[src/rtl/alu_pkg.sv]
// Shared definitions for the ALU operand interface: field widths, func codes
// and the packed operation tuple carried between host, FIFO and ALU.
package alu_pkg;

    localparam int REG_W  = 4;
    localparam int FUNC_W = 4;
    localparam int ADDR_W = 8;
    localparam int DATA_W = 16;
    localparam int OP_W   = 3 * REG_W + FUNC_W + ADDR_W;

    typedef enum logic [FUNC_W-1:0] {
        FUNC_ADD   = 4'd0,
        FUNC_SUB   = 4'd1,
        FUNC_MUL   = 4'd2,
        FUNC_PASSA = 4'd3,
        FUNC_PASSB = 4'd4,
        FUNC_AND   = 4'd5,
        FUNC_OR    = 4'd6,
        FUNC_XOR   = 4'd7,
        FUNC_NOTA  = 4'd8,
        FUNC_SHL   = 4'd9,
        FUNC_SHR   = 4'd10,
        FUNC_SLA   = 4'd11
    } alu_func_e;

    // func kept as raw bits so unlisted codes pass through untouched
    typedef struct packed {
        logic [REG_W-1:0]  rs1;
        logic [REG_W-1:0]  rs2;
        logic [REG_W-1:0]  rd;
        logic [FUNC_W-1:0] func;
        logic [ADDR_W-1:0] addr;
    } op_t;

endpackage

[src/rtl/alu_op_fifo.sv]
// Synchronous DEPTH-entry FIFO of op tuples; wrap-bit pointers, no fall-through,
// flush empties it and drops any same-cycle push.
module alu_op_fifo
    import alu_pkg::*;
#(
    parameter int DEPTH = 8
) (
    input  logic clk,
    input  logic rst,
    input  logic push,
    input  logic pop,
    input  logic flush,
    input  op_t  wdata,
    output op_t  rdata,
    output logic full,
    output logic empty
);

    localparam int AW = $clog2(DEPTH);

    logic [AW:0] wr_ptr_r;
    logic [AW:0] rd_ptr_r;
    op_t         mem_r [DEPTH];
    logic        do_push_s;
    logic        do_pop_s;

    assign full      = (wr_ptr_r[AW] != rd_ptr_r[AW]) && (wr_ptr_r[AW-1:0] == rd_ptr_r[AW-1:0]);
    assign empty     = (wr_ptr_r == rd_ptr_r);
    assign do_push_s = push && !full;
    assign do_pop_s  = pop && !empty;
    assign rdata     = mem_r[rd_ptr_r[AW-1:0]];

    // Pointer update; flush resets both pointers so a simultaneous push is lost
    always_ff @(posedge clk) begin
        if (rst || flush) begin
            wr_ptr_r <= '0;
            rd_ptr_r <= '0;
        end else begin
            if (do_push_s) begin
                wr_ptr_r <= wr_ptr_r + {{AW{1'b0}}, 1'b1};
            end
            if (do_pop_s) begin
                rd_ptr_r <= rd_ptr_r + {{AW{1'b0}}, 1'b1};
            end
        end
    end

    // Storage write; contents need no reset since the pointers define validity
    always_ff @(posedge clk) begin
        if (do_push_s) begin
            mem_r[wr_ptr_r[AW-1:0]] <= wdata;
        end
    end

endmodule

[src/rtl/alu_op_issuer.sv]
// Issues buffered op tuples to a free-running ALU pipeline, one per cycle,
// inserting idempotent bubble ops while a RAW hazard against in-flight ops exists.
module alu_op_issuer
    import alu_pkg::*;
#(
    parameter int DEPTH       = 8,
    parameter int LAT         = 3,
    parameter int BUBBLE_REG  = 0,
    parameter int BUBBLE_ADDR = 255,
    parameter int NOP_FUNC    = 3
) (
    input  logic              clk1,
    input  logic              rst,
    input  logic              in_valid,
    output logic              in_ready,
    input  logic [REG_W-1:0]  in_rs1,
    input  logic [REG_W-1:0]  in_rs2,
    input  logic [REG_W-1:0]  in_rd,
    input  logic [FUNC_W-1:0] in_func,
    input  logic [ADDR_W-1:0] in_addr,
    input  logic              flush,
    output logic [REG_W-1:0]  rs1,
    output logic [REG_W-1:0]  rs2,
    output logic [REG_W-1:0]  rd,
    output logic [FUNC_W-1:0] func,
    output logic [ADDR_W-1:0] addr,
    output logic              out_valid,
    output logic              busy,
    output logic [15:0]       stall_cnt
);

    // LAT=1 keeps one dummy slot that is never loaded, so no hazard can arise
    localparam int  SB_N  = (LAT > 1) ? LAT - 1 : 1;
    localparam bit  SB_EN = (LAT > 1);
    localparam op_t BUBBLE_OP = '{
        rs1:  REG_W'(BUBBLE_REG),
        rs2:  REG_W'(BUBBLE_REG),
        rd:   REG_W'(BUBBLE_REG),
        func: FUNC_W'(NOP_FUNC),
        addr: ADDR_W'(BUBBLE_ADDR)
    };

    op_t                         push_op_s;
    op_t                         head_s;
    logic                        full_s;
    logic                        empty_s;
    logic                        push_s;
    logic                        hazard_s;
    logic                        issue_s;
    logic [SB_N-1:0]             sb_valid_r;
    logic [SB_N-1:0][REG_W-1:0]  sb_rd_r;
    op_t                         out_r;
    logic                        out_valid_r;
    logic [15:0]                 stall_cnt_r;

    assign push_op_s = '{rs1: in_rs1, rs2: in_rs2, rd: in_rd, func: in_func, addr: in_addr};
    assign in_ready  = !rst && !full_s;
    assign push_s    = in_valid && in_ready;
    assign issue_s   = !empty_s && !hazard_s && !flush && !rst;

    alu_op_fifo #(
        .DEPTH(DEPTH)
    ) u_fifo (
        .clk   (clk1),
        .rst   (rst),
        .push  (push_s),
        .pop   (issue_s),
        .flush (flush),
        .wdata (push_op_s),
        .rdata (head_s),
        .full  (full_s),
        .empty (empty_s)
    );

    // RAW check of the head sources against every in-flight destination
    always_comb begin
        hazard_s = 1'b0;
        for (int i = 0; i < SB_N; i++) begin
            if (sb_valid_r[i] && (sb_rd_r[i] == head_s.rs1 || sb_rd_r[i] == head_s.rs2)) begin
                hazard_s = 1'b1;
            end else begin
                hazard_s = hazard_s;
            end
        end
    end

    // Scoreboard shift register; keeps moving through flushes and stalls
    always_ff @(posedge clk1) begin
        if (rst) begin
            sb_valid_r <= '0;
            sb_rd_r    <= '0;
        end else begin
            for (int i = SB_N - 1; i > 0; i--) begin
                sb_valid_r[i] <= sb_valid_r[i-1];
                sb_rd_r[i]    <= sb_rd_r[i-1];
            end
            sb_valid_r[0] <= issue_s && SB_EN;
            sb_rd_r[0]    <= head_s.rd;
        end
    end

    // Registered operand bus and stall counter
    always_ff @(posedge clk1) begin
        if (rst) begin
            out_r       <= BUBBLE_OP;
            out_valid_r <= 1'b0;
            stall_cnt_r <= 16'd0;
        end else if (issue_s) begin
            out_r       <= head_s;
            out_valid_r <= 1'b1;
        end else begin
            out_r       <= BUBBLE_OP;
            out_valid_r <= 1'b0;
            if (!empty_s && !flush) begin
                stall_cnt_r <= stall_cnt_r + 16'd1;
            end
        end
    end

    assign rs1       = out_r.rs1;
    assign rs2       = out_r.rs2;
    assign rd        = out_r.rd;
    assign func      = out_r.func;
    assign addr      = out_r.addr;
    assign out_valid = out_valid_r;
    assign stall_cnt = stall_cnt_r;
    assign busy      = !empty_s || (|sb_valid_r);

endmodule

[config.mk]
export PLATFORM = sky130hd
export DESIGN_NAME = alu_op_issuer
export DESIGN_NICKNAME = d
export VERILOG_FILES = /design/src/rtl/alu_pkg.sv /design/src/rtl/alu_op_fifo.sv /design/src/rtl/alu_op_issuer.sv
export SDC_FILE = /design/constraint.sdc
export NUM_CORES = 1
export LEC_CHECK = 0
export CAP_MARGIN = 20
export CORE_AREA = 2 2 121 170
export CTS_CLUSTER_DIAMETER = 150
export CTS_CLUSTER_SIZE = 24
export DETAILED_ROUTE_END_ITERATION = 12
export DIE_AREA = 0 0 123 172
export HOLD_SLACK_MARGIN = 0.02
export PLACE_DENSITY_LB_ADDON = 0.25
export SYNTH_ARGS = -nofsm -noshare
export SYNTH_HDL_FRONTEND = slang
export SYNTH_SLANG_ARGS = --single-unit
[constraint.sdc]
create_clock -name clk1 -period 5.1 [get_ports clk1]
set_clock_uncertainty 0.1 [all_clocks]
set_input_delay 0.765 -clock clk1 [delete_from_list [all_inputs] [get_ports clk1]]
set_output_delay 0.765 -clock clk1 [all_outputs]
set_load 0.01 [all_outputs]
== Yosys cells after proc, flatten, opt, wreduce, memory -nomap -nowiden ==
Memories as Yosys holds them, arrays and structs flattened. A register that Yosys moved wholly into a read port is not among the register bits.
Index checks and enable logic that the tools add are counted.
Word-level totals
  bits in writable memories: 192
  output and inout port bits: 43
  register bits: 59
  bits of input ports: 28
  word-level logic and storage cells: 54
  memories: 1
Memory list
  u_fifo.mem_r: depth 8, width 24, read ports 1, clocked after Yosys merged registers in 1, wr ports 1, RTL line alu_op_fifo.sv:23  | op_t mem_r [DEPTH];
Operators by class
  add/sub/neg operators: 3
  reduce and logical (&&, ||, !) cells: 23
  bitwise gates (word level): 1
  equal/unequal tests: 7
  mux-type cells: 7
Operator list (number)
  4-bit equality test: 5
  16-bit by 1-bit adder with 16-bit output (second input constant): 1
  1-bit logical AND: 11
  4-bit by 1-bit adder with 4-bit output (second input constant): 2
  3-bit two-way mux: 2
  1-bit zero test: 5
  1-bit two-way mux: 5
  1-bit logical OR: 4
  2-bit OR reduction: 2
  3-bit equality test: 1
  2-bit AND reduction: 1
  1-bit inequality test: 1
  1-bit NOT: 1

== Depth between registers and ports, before layout ==
  depth after elaboration: 12
  gate-level depth with buffers: 13
  depth with buffers taken out: 9

== By module ==
A second synthesis with hierarchy kept.
Unflattened totals
  cells, all modules: 551
  area total of the unflattened synthesis: 9963.3 um2
By module, submodules not included
  alu_op_fifo: cells an instance 363, sequential area each 5985.7 um2, instances 1, area an instance 8030.2 um2
  alu_op_issuer: cells an instance 188, sequential area each 1001.0 um2, instances 1, area an instance 1933.1 um2

== Worst setup path before layout ==
Ideal clock, no wire load.
  path type: reg2reg
  start: reg u_fifo.wr_ptr_r[0]
  end: mem u_fifo.mem_r[4][0] (netlist name), enable pin
  setup slack: 0.626 ns
  required time: 4.525 ns
  cell stages (with the launch flop): 7
  clock period less this slack: 4.474 ns
  arrival time: 3.899 ns
  path buffers: 1
  library setup time: 0.475 ns
  cell sequence: dfxtp_1 clkbuf_1 xor2_1 nor3_1 a21oi_1 nand2_1 nor4b_1
Between the ends
  longest elaborated chain between the ends: 8
Ends and longest elaborated chain
  start, declared: RTL line alu_op_fifo.sv:21  | logic [AW:0] wr_ptr_r;
  start signal, assigned: RTL line alu_op_fifo.sv:40  | wr_ptr_r <= wr_ptr_r + {{AW{1'b0}}, 1'b1};
  3-bit equality test: RTL line alu_op_fifo.sv:27  | assign full = (wr_ptr_r[AW] != rd_ptr_r[AW]) && (wr_ptr_r[AW-1:0] == rd_ptr_r[AW-1:0]);
  1-bit logical AND: RTL line alu_op_fifo.sv:27
  1-bit zero test: RTL line alu_op_issuer.sv:57  | assign in_ready = !rst && !full_s;
  1-bit logical AND: RTL line alu_op_issuer.sv:57
  via in_ready: RTL line alu_op_issuer.sv:15  | output logic in_ready,
  1-bit logical AND: RTL line alu_op_issuer.sv:58  | assign push_s = in_valid && in_ready;
  1-bit logical AND: RTL line alu_op_fifo.sv:29  | assign do_push_s = push && !full;
  1-bit two-way mux: RTL line alu_op_fifo.sv:50  | if (do_push_s) begin
  1-bit two-way mux (not written as such): RTL line alu_op_fifo.sv:51  | mem_r[wr_ptr_r[AW-1:0]] <= wdata;
  end, declared: RTL line alu_op_fifo.sv:23
The timed path passes the listed nets, and every way through them passes these cells.

==> run summary <==
The run finished with clean final reports. Clock-pin slew was measured on the worst setup and hold paths at 0.10 ns. The post-detailed-route wirelength per cell is 20.98 µm, and the count of nets after finishing is 678. The logs give 0.003513 µW for the leakage power summed over all cells and 29710 µm for the global-route wire length before repair. The type of the worst setup path was flip-flop to flip-flop.

Cells with a size suffix above 1 make up 14.20% of the layout. The tools report the number of antenna violations at the first check in global routing as 0. The flip-flop cell with the highest count after synthesis is sky130_fd_sc_hd__edfxtp_1.

The number of nets handed over by synthesis was 604. The post-synthesis average cell area was 16.96 µm²; the headroom to the max-slew limit was 43.48%. For this run, the top clock speed supported by timing is 0.2741 GHz.

The tool flagged a number of max-cap violations equal to 0. In this run, synthesis inferred 192 flip-flops with an integrated enable. The initial core utilization is 49.35%, and the pin slew with the least headroom to its limit is 0.8401 ns. The total of endpoints with negative setup slack in the final report was 0; the number of vias per cell after detailed routing was 5.754. The later pin in the worst-skew pair is clocked with a latency of 0.47 ns.

Summed over all failing endpoints, the final setup total negative slack is 0 ns. The count of buffers added by post-CTS timing repair for setup came out at 0. In this run the core area contains 61 standard-cell rows. Leaving out fill and tap cells, the most frequent cells in the layout are sky130_fd_sc_hd__edfxtp_1 (192), sky130_fd_sc_hd__clkdlybuf4s50_1 (70), sky130_fd_sc_hd__dfxtp_1 (59).

Global routing consumed, over all layers together, 18.55% of the routing resources. Type of element launching the critical path: a flip-flop. The tools report the pin count of the biggest net entering global routing as 42. The library cell used most frequently in the layout, excluding fill and tap cells, is sky130_fd_sc_hd__edfxtp_1.

The number of hold buffers added after CTS was 0. The final route contains 5219 vias. For the number of H-tree branching levels, the log shows 1.

Counting flops with an async set or reset pin after synthesis yields a share of 0%. The Yosys step of the flow raised 0 warnings. The run gives 5 as the number of optimization iterations in the first detailed-route pass. The total detailed-routing wirelength was 19030 µm; the placed wire-length estimate after detailed placement was 11860 µm. The class of the most critical hold timing path is flip-flop to flip-flop. TritonCTS built the clock tree.

After detailed routing, the number of remaining DRC violations is 0. The number of stages on the worst hold path is 1. For the number of hold violations in the final report, the log shows 0. The die span in x is 123 µm, and the total congestion overflow is 0. For the sequential fraction of the synthesis area, the log shows 71.90%. Synthesis produced 573 cells.

The depth of the worst register-to-register path came out at 10. The tools report the number of I/O pins as 71. At the worst endpoint, the required time is 5.41 ns. Once the clock tree was built, the resizer swapped 0 gates to a different size.

The number of synthesized register bits was 253. Setup slack closes at 1.452 ns. The clock passes through at most 3 buffers. The die covers 0.02116 mm². Initial detailed-routing violation count: 360. Before CTS, the worst setup slack after placement is 1.440 ns.

In this run the remaining antenna-violating nets after routing total 0. The final critical path takes up 71.53% of the cycle. The number of global-route vias before repair was 5385. The floorplan step defined a core boundary enclosing 0.01969 mm². Setup repair after global routing left no endpoint under its margin. Data arrives at the worst endpoint at 3.96 ns.

The mapped netlist covers 0.009717 mm². Area added between synthesis and finish: 15.00%. For the final weighted congestion in routability-driven placement, the log shows 0.9141. The tools report the root buffer cell as sky130_fd_sc_hd__clkbuf_16. Clock tree synthesis found a total of 253 sinks. The repair_antennas step left the layout with diodes totalling 0.

Power density over the cells: 317.9 mW/mm². The worst-case IR drop observed on VDD is 0.0002829 V. STA classifies the critical path endpoint as a flip-flop. The top fanout value on the critical path is 25, and the number of distinct library cells after synthesis is 47. In this run the vertical extent of the chip is 172 µm. The number of port buffers came out at 70. For the number of pins with negative max-slew slack in the final report, the log shows 0. The clock buffer count from CTS came out at 14.

The filler cells instantiated in the layout total 1513. The worst path needs 3.648 ns of the cycle, external delays included.
-- stage by stage --
stage	hold WS, ns	power, µW	util [%]	cell area [µm²]	std cells
after floorplan	0.3485	2360	-	9717	573
after global placement	0.3651	2423	54.61	10750	883
after detailed placement	0.3812	2429	54.61	10750	883
after CTS	0.3962	3586	56.75	11170	907
after global routing	0.4340	3673	56.75	11170	907
final	0.3995	3553	56.75	11170	907
-- cell families (layout without fill, tap and decap cells) --
kind of cell | after synthesis | in the layout | synth area share (%)
compound gates | 63 | 63 | 4.327
xor+xnor | 15 | 15 | 1.352
fa+ha+maj | 3 | 3 | 0.3863
buf+inv | 31 | 113 | 1.584
flops | 253 | 253 | 71.90
mux | 79 | 79 | 13.60
simple gates | 129 | 129 | 6.850
-- flip-flops by register name (all words and copies together) (netlist names), named ones only --
register	flops
u_fifo.rd_ptr_r	4
u_fifo.wr_ptr_r	4
addr	8
stall_cnt	16
func	4
sb_rd_r	8
u_fifo.mem_r	192
sb_valid_r	2
rs2	4
rs1	4
rd	4
-- worst paths after layout --
path / from / to / slack (ns)
min: u_fifo.rd_ptr_r[3] / u_fifo.rd_ptr_r[3] / 0.40
max reg2reg: flip-flop / stall_cnt[15] / 1.45
max: flip-flop / stall_cnt[15] / 1.45
min reg2reg: u_fifo.rd_ptr_r[3] / u_fifo.rd_ptr_r[3] / 0.40
-- cell type report --
class,count,area [µm²],share of cell area (%)
clock buffer,23,405.4,3.628
multi-input combinational,289,2618,23.42
timing repair buffer,85,813.3,7.278
inverter,4,15.01,0.1344
tap,252,315.3,2.822
sequential,253,6992,62.57
clock inverter,1,16.27,0.1456
-- cells in the mapped netlist, types with 2 or more instances --
| library cell | n | area (µm²) |
|---|---|---|
| sky130_fd_sc_hd__nand4_1 | 2 | 12.51 |
| sky130_fd_sc_hd__clkbuf_1 | 10 | 37.54 |
| sky130_fd_sc_hd__o221ai_1 | 2 | 17.52 |
| sky130_fd_sc_hd__buf_6 | 3 | 33.78 |
| sky130_fd_sc_hd__xor2_1 | 13 | 113.9 |
| sky130_fd_sc_hd__a21oi_1 | 22 | 110.1 |
| sky130_fd_sc_hd__mux2i_1 | 31 | 310.3 |
| sky130_fd_sc_hd__nand3_1 | 12 | 60.06 |
| sky130_fd_sc_hd__nor3b_1 | 2 | 15.01 |
| sky130_fd_sc_hd__and3_1 | 9 | 56.30 |
| sky130_fd_sc_hd__mux2i_2 | 2 | 27.53 |
| sky130_fd_sc_hd__ha_1 | 3 | 37.54 |
| sky130_fd_sc_hd__inv_1 | 4 | 15.01 |
| sky130_fd_sc_hd__mux2_2 | 4 | 45.04 |
| sky130_fd_sc_hd__o31ai_1 | 12 | 90.09 |
| sky130_fd_sc_hd__nor2b_1 | 9 | 56.30 |
| sky130_fd_sc_hd__o22ai_2 | 2 | 25.02 |
| sky130_fd_sc_hd__nor3_1 | 13 | 65.06 |
| sky130_fd_sc_hd__buf_4 | 2 | 15.01 |
| sky130_fd_sc_hd__o21ai_0 | 7 | 35.03 |
| sky130_fd_sc_hd__nor4_1 | 3 | 18.77 |
| sky130_fd_sc_hd__or2_2 | 2 | 12.51 |
| sky130_fd_sc_hd__xnor2_1 | 2 | 17.52 |
| sky130_fd_sc_hd__or4_1 | 10 | 75.07 |
| sky130_fd_sc_hd__nand2_1 | 29 | 108.9 |
| sky130_fd_sc_hd__nor2_1 | 27 | 101.4 |
| sky130_fd_sc_hd__nor4b_1 | 2 | 17.52 |
| sky130_fd_sc_hd__a22oi_1 | 6 | 45.04 |
| sky130_fd_sc_hd__and2_1 | 3 | 18.77 |
| sky130_fd_sc_hd__buf_1 | 6 | 22.52 |
| sky130_fd_sc_hd__edfxtp_1 | 192 | 5766 |
| sky130_fd_sc_hd__buf_2 | 6 | 30.03 |
| sky130_fd_sc_hd__nand2b_1 | 2 | 12.51 |
| sky130_fd_sc_hd__a22o_1 | 6 | 52.55 |
| sky130_fd_sc_hd__or4b_1 | 2 | 20.02 |
| sky130_fd_sc_hd__dfxtp_1 | 61 | 1221 |
| sky130_fd_sc_hd__mux4_2 | 40 | 900.9 |
-- report_power, final --
| group | internal [µW] | leakage, µW | switching (µW) |
|---|---|---|---|
| registers | 2230 | 0.00223 | 15.6 |
| clock network | 557 | 0.000201 | 616 |
| logic | 65.8 | 0.00108 | 70.5 |
| total | 2850 | 0.00351 | 702 |
-- worst max-delay path, stage by stage (launching register included) --
cell and delay, ns:
sky130_fd_sc_hd__dfxtp_1 0.56, sky130_fd_sc_hd__buf_4 0.29, sky130_fd_sc_hd__nor2b_1 0.38, sky130_fd_sc_hd__a22o_1 0.30
sky130_fd_sc_hd__nor3_1 0.08, sky130_fd_sc_hd__or4b_1 0.52, sky130_fd_sc_hd__o22ai_2 0.21, sky130_fd_sc_hd__a22oi_1 0.19
sky130_fd_sc_hd__buf_4 0.26, sky130_fd_sc_hd__or4_1 0.53, sky130_fd_sc_hd__a21oi_1 0.16
-- layer usage --
metal,up-vias,part of all wire [%],global-route usage [%]
li1,2396,-,-
met1,2668,40,22.84
met2,133,54,34.18
met3,22,4.2,2.408
met4,0,1.8,4.941
met5,-,0,0
No activity file was read; power rests on OpenSTA's default activity.
